<file path="config.mk">
export PLATFORM = sky130hd
export DESIGN_NAME = ppd_gen2
export DESIGN_NICKNAME = d
export VERILOG_FILES = /design/src/rtl/ppd_pkg.sv /design/src/rtl/ppd_delay_line.sv /design/src/rtl/ppd_gen2.sv
export SDC_FILE = /design/constraint.sdc
export NUM_CORES = 2
export LEC_CHECK = 0
export BUFFER_PORTS_ARGS = -buffer_cell sky130_fd_sc_hd__buf_2
export CAP_MARGIN = 20
export CORE_MARGIN = 5
export CORE_UTILIZATION = 50
export DETAILED_ROUTE_END_ITERATION = 8
export PLACE_DENSITY = 0.67
export SLEW_MARGIN = 25
export SYNTH_ARGS = -nofsm -noshare
export SYNTH_HDL_FRONTEND = slang
export SYNTH_SLANG_ARGS = --single-unit
</file>
<file path="constraint.sdc">
create_clock -name clk_clk -period 25.5 [get_ports clk_clk]
set_clock_uncertainty 0.2 [all_clocks]
set_input_delay 6.375 -clock clk_clk [delete_from_list [all_inputs] [get_ports clk_clk]]
set_output_delay 6.375 -clock clk_clk [all_outputs]
set_load 0.02 [all_outputs]
</file>
<file path="src/rtl/ppd_pkg.sv">
// Purpose: shared constants and FSM state encoding for the power-ratio packet detector.
// Latency: n/a (package only).
// Backpressure: n/a (package only).
package ppd_pkg;

    localparam int DEF_DATA_W      = 48;
    localparam int DEF_SAMPLE_W    = 12;
    localparam int DEF_SHORT_SHIFT = 3;
    localparam int DEF_LONG_SHIFT  = 8;
    localparam int DEF_PRE_DEPTH   = 16;
    localparam int DEF_ACC_W       = 32;

    // Threshold is unsigned Q8.8, so the short side of the compare is scaled by 2^8.
    localparam int Q_FRAC_BITS = 8;

    typedef enum logic [1:0] {
        ST_WARMUP  = 2'd0,
        ST_ARMED   = 2'd1,
        ST_PASS    = 2'd2,
        ST_HOLDOFF = 2'd3
    } ppd_state_e;

endpackage

</file>
<file path="src/rtl/ppd_delay_line.sv">
// Purpose: circular pre-trigger buffer; dout is the word written DEPTH pushes ago.
// Latency: combinational read of the oldest entry, write on the push edge.
// Backpressure: none; every push overwrites the oldest entry.
// Ports: clk (rising edge), push (advance), din (sample in), dout (sample DEPTH pushes old).
module ppd_delay_line #(
    parameter int DATA_W = 48,
    parameter int DEPTH  = 16
) (
    input  logic              clk,
    input  logic              push,
    input  logic [DATA_W-1:0] din,
    output logic [DATA_W-1:0] dout
);
    localparam int AW = (DEPTH > 1) ? $clog2(DEPTH) : 1;

    logic [DATA_W-1:0] mem [DEPTH];
    logic [AW-1:0]     ptr;

    // The slot about to be overwritten holds the oldest sample.
    assign dout = mem[ptr];

    // No reset: the detector's warmup period refills every slot before use.
    always_ff @(posedge clk) begin
        if (push) begin
            mem[ptr] <= din;
            ptr      <= ptr + AW'(1);
        end
    end

endmodule

</file>
<file path="src/rtl/ppd_gen2.sv">
// Purpose: short/long magnitude-average packet detector with pre-trigger capture and bypass.
// Latency: one cycle from fifo_in_wrreq to fifo_out_wrreq for every emitted sample.
// Backpressure: none; every fifo_in_wrreq cycle is accepted, output cannot stall.
// Ports: clk_clk/reset_reset_n (sync active-low), fifo_in_* sample stream, fifo_out_* emitted
//        stream, ppd_cfg_* lengths/threshold/controls, ppd_debug_* trigger count, sums, state.
module ppd_gen2
    import ppd_pkg::*;
#(
    parameter int DATA_W      = DEF_DATA_W,
    parameter int SAMPLE_W    = DEF_SAMPLE_W,
    parameter int SHORT_SHIFT = DEF_SHORT_SHIFT,
    parameter int LONG_SHIFT  = DEF_LONG_SHIFT,
    parameter int PRE_DEPTH   = DEF_PRE_DEPTH,
    parameter int ACC_W       = DEF_ACC_W
) (
    input  logic              clk_clk,
    input  logic              reset_reset_n,
    input  logic [DATA_W-1:0] fifo_in_wdata,
    input  logic              fifo_in_wrreq,
    output logic [DATA_W-1:0] fifo_out_wrdata,
    output logic              fifo_out_wrreq,
    input  logic [15:0]       ppd_cfg_passthrough_len,
    input  logic [15:0]       ppd_cfg_holdoff_len,
    input  logic [15:0]       ppd_cfg_threshold,
    input  logic              ppd_cfg_clear_rs,
    input  logic              ppd_cfg_enable,
    input  logic              ppd_cfg_bypass,
    output logic [31:0]       ppd_debug_count,
    output logic [31:0]       ppd_debug_long_sum,
    output logic [31:0]       ppd_debug_short_sum,
    output logic [1:0]        ppd_debug_state
);
    localparam int MAG_W = SAMPLE_W + 1;
    localparam int DSH   = LONG_SHIFT - SHORT_SHIFT;
    // Wide enough that neither side of the ratio compare can overflow.
    localparam int CMP_W = ACC_W + DSH + 16;

    ppd_state_e        state;
    logic [ACC_W-1:0]  s_acc, l_acc;
    logic [LONG_SHIFT-1:0] warm_cnt;
    logic [16:0]       pass_cnt;
    logic [15:0]       hold_cnt;

    logic [MAG_W-1:0]  ext_i, ext_q, abs_i, abs_q, mag;
    logic [ACC_W-1:0]  s_nxt, l_nxt;
    logic [CMP_W-1:0]  cmp_lhs, cmp_rhs;
    logic              trig, emit;
    logic [DATA_W-1:0] dl_out;

    // One extra bit so |-2^(SAMPLE_W-1)| is representable.
    assign ext_i = {fifo_in_wdata[SAMPLE_W-1], fifo_in_wdata[SAMPLE_W-1:0]};
    assign ext_q = {fifo_in_wdata[2*SAMPLE_W-1], fifo_in_wdata[2*SAMPLE_W-1:SAMPLE_W]};
    assign abs_i = ext_i[MAG_W-1] ? (~ext_i + MAG_W'(1)) : ext_i;
    assign abs_q = ext_q[MAG_W-1] ? (~ext_q + MAG_W'(1)) : ext_q;
    assign mag   = abs_i + abs_q;

    assign s_nxt = s_acc - (s_acc >> SHORT_SHIFT) + ACC_W'(mag);
    assign l_nxt = l_acc - (l_acc >> LONG_SHIFT) + ACC_W'(mag);

    // s is scaled up to l's time constant so both represent a mean magnitude.
    assign cmp_lhs = CMP_W'(s_acc) << (DSH + Q_FRAC_BITS);
    assign cmp_rhs = CMP_W'(l_acc) * CMP_W'(ppd_cfg_threshold);
    assign trig    = ppd_cfg_enable && (cmp_lhs > cmp_rhs);

    // The triggering sample already emits (its PRE_DEPTH-old partner).
    assign emit = fifo_in_wrreq && !ppd_cfg_clear_rs &&
                  ((state == ST_PASS) || ((state == ST_ARMED) && trig));

    ppd_delay_line #(
        .DATA_W (DATA_W),
        .DEPTH  (PRE_DEPTH)
    ) u_dl (
        .clk  (clk_clk),
        .push (fifo_in_wrreq),
        .din  (fifo_in_wdata),
        .dout (dl_out)
    );

    always_ff @(posedge clk_clk) begin
        if (!reset_reset_n) begin
            state           <= ST_WARMUP;
            s_acc           <= '0;
            l_acc           <= '0;
            warm_cnt        <= '0;
            pass_cnt        <= '0;
            hold_cnt        <= '0;
            ppd_debug_count <= '0;
            fifo_out_wrreq  <= 1'b0;
            fifo_out_wrdata <= '0;
        end else begin
            // Output path: bypass overrides the detector's emission.
            fifo_out_wrreq <= 1'b0;
            if (ppd_cfg_bypass) begin
                fifo_out_wrreq <= fifo_in_wrreq;
                if (fifo_in_wrreq) begin
                    fifo_out_wrdata <= fifo_in_wdata;
                end
            end else if (emit) begin
                fifo_out_wrreq  <= 1'b1;
                fifo_out_wrdata <= dl_out;
            end

            if (ppd_cfg_clear_rs) begin
                state    <= ST_WARMUP;
                s_acc    <= '0;
                l_acc    <= '0;
                warm_cnt <= '0;
                pass_cnt <= '0;
                hold_cnt <= '0;
            end else if (fifo_in_wrreq) begin
                s_acc <= s_nxt;
                l_acc <= l_nxt;
                case (state)
                    ST_WARMUP: begin
                        if (&warm_cnt) begin
                            state <= ST_ARMED;
                        end else begin
                            warm_cnt <= warm_cnt + LONG_SHIFT'(1);
                        end
                    end
                    ST_ARMED: begin
                        if (trig) begin
                            state    <= ST_PASS;
                            // Samples still to emit after this one.
                            pass_cnt <= 17'(PRE_DEPTH) + 17'(ppd_cfg_passthrough_len) - 17'd1;
                            if (ppd_debug_count != 32'hFFFF_FFFF) begin
                                ppd_debug_count <= ppd_debug_count + 32'd1;
                            end
                        end
                    end
                    ST_PASS: begin
                        if (pass_cnt <= 17'd1) begin
                            hold_cnt <= ppd_cfg_holdoff_len;
                            state    <= (ppd_cfg_holdoff_len == 16'd0) ? ST_ARMED : ST_HOLDOFF;
                        end else begin
                            pass_cnt <= pass_cnt - 17'd1;
                        end
                    end
                    default: begin
                        if (hold_cnt <= 16'd1) begin
                            state <= ST_ARMED;
                        end else begin
                            hold_cnt <= hold_cnt - 16'd1;
                        end
                    end
                endcase
            end
        end
    end

    assign ppd_debug_short_sum = 32'(s_acc);
    assign ppd_debug_long_sum  = 32'(l_acc);
    assign ppd_debug_state     = state;

endmodule

</file>
[Yosys cells after proc, flatten, opt, wreduce, memory -nomap -nowiden]
Memory sizes are Yosys's and may differ from the RTL's. A register that Yosys moved wholly into a read port is not among the register bits.
Index checks and enable logic that the tools add are counted.
Operators by class
  $add $sub $neg: 14
  $mul: 1
  order comparisons: 3
  eq/ne operators: 9
  multiplexer cells: 22
  bitwise gates (word level): 6
  reductions and logical operators: 20
Operators by type and width (count)
  two-way mux 48 bit: 3
  adder 32 x 13 -> 32 bit: 2
  > comparator 45 x 48 -> 1 bit: 1
  multiplier 32 x 16 -> 48 bit: 1
  two-way mux 17 bit: 2
  case mux 17 bit (2 select lines): 1
  subtractor 17 x 1 -> 17 bit, second input constant: 2
  adder 32 x 1 -> 32 bit, second input constant: 1
  two-way mux 16 bit: 2
  != test 32 bit, second input constant: 1
  case mux 16 bit (2 select lines): 1
  subtractor 32 x 24 -> 32 bit: 1
  subtractor 32 x 29 -> 32 bit: 1
  adder 13 x 1 -> 13 bit, second input constant: 2
  two-way mux 13 bit: 2
  inverter 13 bit: 2
  adder 5 x 16 -> 17 bit, first input constant: 1
  less-or-equal comparator 17 x 1 -> 1 bit, second input constant: 1
  less-or-equal comparator 16 x 1 -> 1 bit, second input constant: 1
  zero test 16 bit: 1
  subtractor 16 x 1 -> 16 bit, second input constant: 1
  adder 13 bit: 1
  two-way mux 2 bit: 5
  != test 2 bit, second input constant: 5
  21 further kinds: 34
Storage, ports and cells
  register bits after elaboration: 192
  memory bits (writable): 768
  input bits: 102
  output and inout port bits: 147
  logic and storage cells: 86
  memories: 1
Memory list
  u_dl.mem: words 16, width 48, read ports 1, clocked after memory_dff 1, write ports 1, RTL line ppd_delay_line.sv:16  | logic [DATA_W-1:0] mem [DEPTH];

[Logic depth before layout (Yosys ltp)]
  word-level depth: 8
  mapped depth: 40
  mapped depth without buffers: 37

[Cells and area by module]
From an unflattened synthesis, not the netlist that was laid out.
Unflattened totals
  cell total of the unflattened synthesis: 4847
  area, all modules: 59389.5 um2
By module, submodules not included
  ppd_gen2: times used 1, cells each 3628, area an instance 30299.1 um2, sequential area each 3763.6 um2
  ppd_delay_line: times used 1, cells each 1219, area an instance 29090.4 um2, sequential area each 23262.3 um2

[Worst setup path after synthesis]
No wires, ideal clock.
  path type: input-to-reg
  start: input port ppd_cfg_threshold[7]
  end: register fifo_out_wrdata[26]
  library setup time: 115 ps
  arrival time: 14978 ps
  required time: 25185 ps
  setup slack: 10207 ps
  stages on the path: 39
  buffers on the path: 4
  cell sequence: clkbuf_1 nand2_1 fa_1 inv_1 fa_1 inv_1 fa_1 inv_1 fa_1 inv_1 fa_1 fa_1 inv_1 ha_1 clkbuf_1 a21o_1 o21bai_1 a21oi_1 [... 3 more ...] o21ai_0 a31oi_1 o31a_1 or2_2 ha_1 and3_1 nand3_1 or3_1 a2111oi_0 nand3_1 a2111oi_0 and4bb_1 o211a_2 a31oi_1 o21ai_1 buf_2 buf_2 o21a_1
On the way
  cells in the longest elaborated chain, start to end: 8
RTL lines
  from (decl): RTL line ppd_gen2.sv:24  | input logic [15:0] ppd_cfg_threshold,
  multiplier 32 x 16 -> 48 bit: RTL line ppd_gen2.sv:62  | assign cmp_rhs = CMP_W'(l_acc) * CMP_W'(ppd_cfg_threshold);
  > comparator 45 x 48 -> 1 bit: RTL line ppd_gen2.sv:63  | assign trig = ppd_cfg_enable && (cmp_lhs > cmp_rhs);
  logical AND 1 bit: RTL line ppd_gen2.sv:63
  logical AND 1 bit: RTL line ppd_gen2.sv:67  | ((state == ST_PASS) || ((state == ST_ARMED) && trig));
  logical OR 1 bit: RTL line ppd_gen2.sv:67
  logical AND 1 bit: RTL line ppd_gen2.sv:66  | assign emit = fifo_in_wrreq && !ppd_cfg_clear_rs &&
  nonzero test 2 bit (no source line)
  AND reduction 2 bit (no source line)
  to (signal assigned): RTL line ppd_gen2.sv:96  | fifo_out_wrdata <= fifo_in_wdata;
  to (signal assigned): RTL line ppd_gen2.sv:100  | fifo_out_wrdata <= dl_out;
  to (decl): RTL line ppd_gen2.sv:20  | output logic [DATA_W-1:0] fifo_out_wrdata,
Every way passes these cells.
A chain may end at the register's enable or synchronous reset.

[Worst setup path in the final report]
  start: input port ppd_cfg_threshold[1]
  end: register fifo_out_wrdata[10]
Same word-level chain as after synthesis.

==> impl_metrics.yaml <==
run_status:
  run_status: "finished, final reports clean"
cells_and_area:
  sequential_cell_area_um2: 27000
  area.growth.synth_to_final_pct: 9.96
  finish.instance_area_um2: 66200
  layout_commonest_cell: "sky130_fd_sc_hd__edfxtp_1"
  multi_input_area_um2: 30100
  design.final.nets: 5831
  layout.filler_cells: 9958
  highest_count_cells_in_the_layout_ignoring_fill_and_taps: "772 x sky130_fd_sc_hd__edfxtp_1, 589 x sky130_fd_sc_hd__inv_1, 470 x sky130_fd_sc_hd__nand2_1"
  drive_gt1_share_pct: 14.9
  final_core_util_pct: 55.2
timing:
  fin_crit_ns: 16.89
  fin_setup_tns_ns: 0
  final-max-slew-violation-count: 0
  fmax_ghz: 0.0592
  timing.hold.ws_ns: 0.260
  post-route-period-util_pct: 66.3
  slew_headroom_pct: 25.5
  final-hold-violation-count: 0
  timing_worst_slew_pin_value_ns: 1.12
  final-setup-viol-count: 0
  rsz0062_at_grt: "no"
worst_setup_path:
  rr_endpoint: "fifo_out_wrdata[10]"
  worstPathBufferInverterCount: 5
  reg2reg_depth: 36
  endpoint: "fifo_out_wrdata[10]"
  path_delay_family: "compound AO/OA/AOI/OAI gates"
  worst_path_max_delay_cell: "sky130_fd_sc_hd__a2111oi_1"
  worst_path_most_repeated_cell: "sky130_fd_sc_hd__fa_1"
  critPathArrivalTime_ns: 17.23
  timing.critical_path.to_type: "register"
  worst-path-stages: 35
  setup.worst_path.start: "ppd_cfg_threshold[1]"
  regToRegStartpoint: "ppd_debug_long_sum[5]"
  timing_worst_setup_path_type: "in -> reg"
  critPathRequiredTime_ns: 25.83
  reg2reg_setup_slack_ns: 13.99
  timing.critical_path.from_type: "input port"
  maximum_fanout_along_the_worst_path: 49
  critPathMaxStageDelay_ns: 0.81
die:
  die-height_um: 357
  die_area_um2: 127000
  std_cell_rows: 127
  core-area_um2: 120000
  io_pins: 249
  die_x_um: 357
  start_util_pct: 50.2
global_route:
  grt_max_degree: 141
  antenna_found_initial: 13
  grt.total_usage_pct: 24.3
  grt_first_pass_wirelength_mm: 239
  via_count_of_the_first_global_routing_pass: 40100
  globalRoute.totalOverflow: 0
placement:
  io_buffer_count: 248
  dpl-instance-area_um2: 63000
  dp_hpwl_mm: 97.7
  globalplace.congestion: 0.892
synth:
  netlist_instances: 4862
  synth_cell_types: 85
  synth_edf_count: 772
  async_flop_share_pct: 0
  post_synth_instance_area_um2: 60200
  syn_warnings: 0
  syn_avg_cell_area_um2: 12.4
  synthFlopType: "sky130_fd_sc_hd__edfxtp_1"
  synth.yosys.seq_area_share_pct: 44.9
  ys_seq_elements: 964
  syn-num-nets: 5681
detailed_routing:
  first_pass_iters: 5
  drt_drc_violations_left: 0
  finalWirelength_mm: 154
  detailroute.via_count: 39200
  detail_route.iter0.violations: 3228
  detail_route.wl_per_cell_um: 23.0
  final_antenna_net_count: 0
  avgViaCountPerCell: 5.84
clock_network:
  htree_num_levels: 3
  clock_insertion_delay_worst_skew_ns: 0.69
  clock_path_buffers: 3
  cts-root-buf: "sky130_fd_sc_hd__clkbuf_16"
  number_of_clock_buffers_inserted_by_tritoncts: 94
  tritoncts_num_sinks: 964
  post_cts_hold_buffer_count: 0
  cts.reportedPaths.clkPinSlew_ns: 0.06
  tritoncts_clock_tree: "done"
  cts-resized-gates: 0
  post_cts.repair.setup_buffers: 0
worst_hold_path:
  min-delay-path-class: "reg -> reg"
power:
  p_leak_nw: 25.8
  cellPowerDensity_nw_per_um2: 134
  vdd_drop_max_mv: 0.126
run:
  number_of_maximum_capacitance_violations: 0
[power breakdown]
part	switching (mW)	total [mW]	internal [mW]
registers	0.127	1.90	1.77
logic	3.31	5.58	2.27
clock network	0.617	1.40	0.781
[worst reg2reg max path: cells and delay by family (launching register included)]
kind	cells	cell delay (ns)
flops	1	0.96
buf+inv	6	0.64
fa+ha+maj	8	3.68
simple gates	7	1.70
compound gates	15	4.23
[layer usage]
metal / up-vias / global-route usage [%] / part of all wire (%)
met5: - / 0 / 0.047
met4: 10 / 7.02 / 2.8
met3: 259 / 3.98 / 7.4
met2: 1508 / 41.6 / 50
met1: 20000 / 32.3 / 40
li1: 17400 / - / -
[registers in the layout (all words and copies together) (netlist names), named ones only]
| signal | count |
|---|---|
| ppd_debug_count | 32 |
| ppd_debug_state | 2 |
| ppd_debug_short_sum | 32 |
| u_dl.ptr | 4 |
| u_dl.mem | 768 |
| hold_cnt | 16 |
| pass_cnt | 17 |
| fifo_out_wrdata | 48 |
| fifo_out_wrreq | 1 |
| ppd_debug_long_sum | 32 |
| warm_cnt | 8 |
[logic make-up (layout without fill, tap and decap cells)]
kind of cell	count (synthesis)	after routing	synth area share, %
flip-flops	964	964	44.9
buffers and inverters	837	1069	5.29
AO/OA/AOI/OAI	703	703	7.85
AND/OR/NAND/NOR	1219	1219	9.75
multiplexers	293	293	9.87
adder cells (fa/ha/maj)	717	717	20.5
XOR/XNOR	129	129	1.88
other	0	5	0
[synthesized netlist by cell type (51+ instances only)]
| cell type | number | area share (%) |
|---|---|---|
| sky130_fd_sc_hd__a21o_1 | 63 | 0.79 |
| sky130_fd_sc_hd__xnor2_1 | 88 | 1.3 |
| sky130_fd_sc_hd__dfxtp_1 | 192 | 6.4 |
| sky130_fd_sc_hd__mux4_2 | 240 | 9.0 |
| sky130_fd_sc_hd__ha_1 | 272 | 5.7 |
| sky130_fd_sc_hd__and2_1 | 203 | 2.1 |
| sky130_fd_sc_hd__nand3_1 | 54 | 0.45 |
| sky130_fd_sc_hd__o21ai_0 | 138 | 1.1 |
| sky130_fd_sc_hd__nor2_1 | 223 | 1.4 |
| sky130_fd_sc_hd__mux2i_1 | 51 | 0.85 |
| sky130_fd_sc_hd__edfxtp_1 | 772 | 39 |
| sky130_fd_sc_hd__a21oi_1 | 188 | 1.6 |
| sky130_fd_sc_hd__fa_1 | 445 | 15 |
| sky130_fd_sc_hd__nand2_1 | 471 | 2.9 |
| sky130_fd_sc_hd__inv_1 | 589 | 3.7 |
| sky130_fd_sc_hd__clkbuf_1 | 202 | 1.3 |
| sky130_fd_sc_hd__o21a_1 | 64 | 0.80 |
[stage by stage]
stage / setup slack (ns) / std cells / power [mW]
floorplan: 10.21 / 4862 / 6.01
global route: 8.17 / 6708 / 9.70
finish: 8.61 / 6711 / 8.87
detailed placement: 8.01 / 6527 / 7.41
global placement: 7.90 / 6527 / 7.40
CTS: 8.67 / 6705 / 8.89
[final cells by class]
class | count | area share, %
diodes | 5 | 0.0189
clock buffers | 121 | 3.74
multi-input cells | 3061 | 45.4
inverters | 590 | 3.35
flip-flops and latches | 964 | 40.9
clock inverters | 57 | 0.998
well taps | 1612 | 3.05
repair buffers | 301 | 2.55
[worst min path at each step]
stage | startpoint | endpoint | slack (ns) | depth (start not counted)
after global routing | fifo_out_wrdata[29] | fifo_out_wrdata[29] | 0.28 | 1
final | fifo_out_wrdata[13] | fifo_out_wrdata[13] | 0.26 | 1
after global placement | fifo_out_wrdata[36] | fifo_out_wrdata[36] | 0.24 | 1
after detailed placement | fifo_out_wrdata[13] | fifo_out_wrdata[13] | 0.25 | 1
after CTS | fifo_out_wrdata[13] | fifo_out_wrdata[13] | 0.26 | 1
after floorplan | pass_cnt[15] | pass_cnt[15] | 0.24 | 2
(Power assumes the default switching activity.)
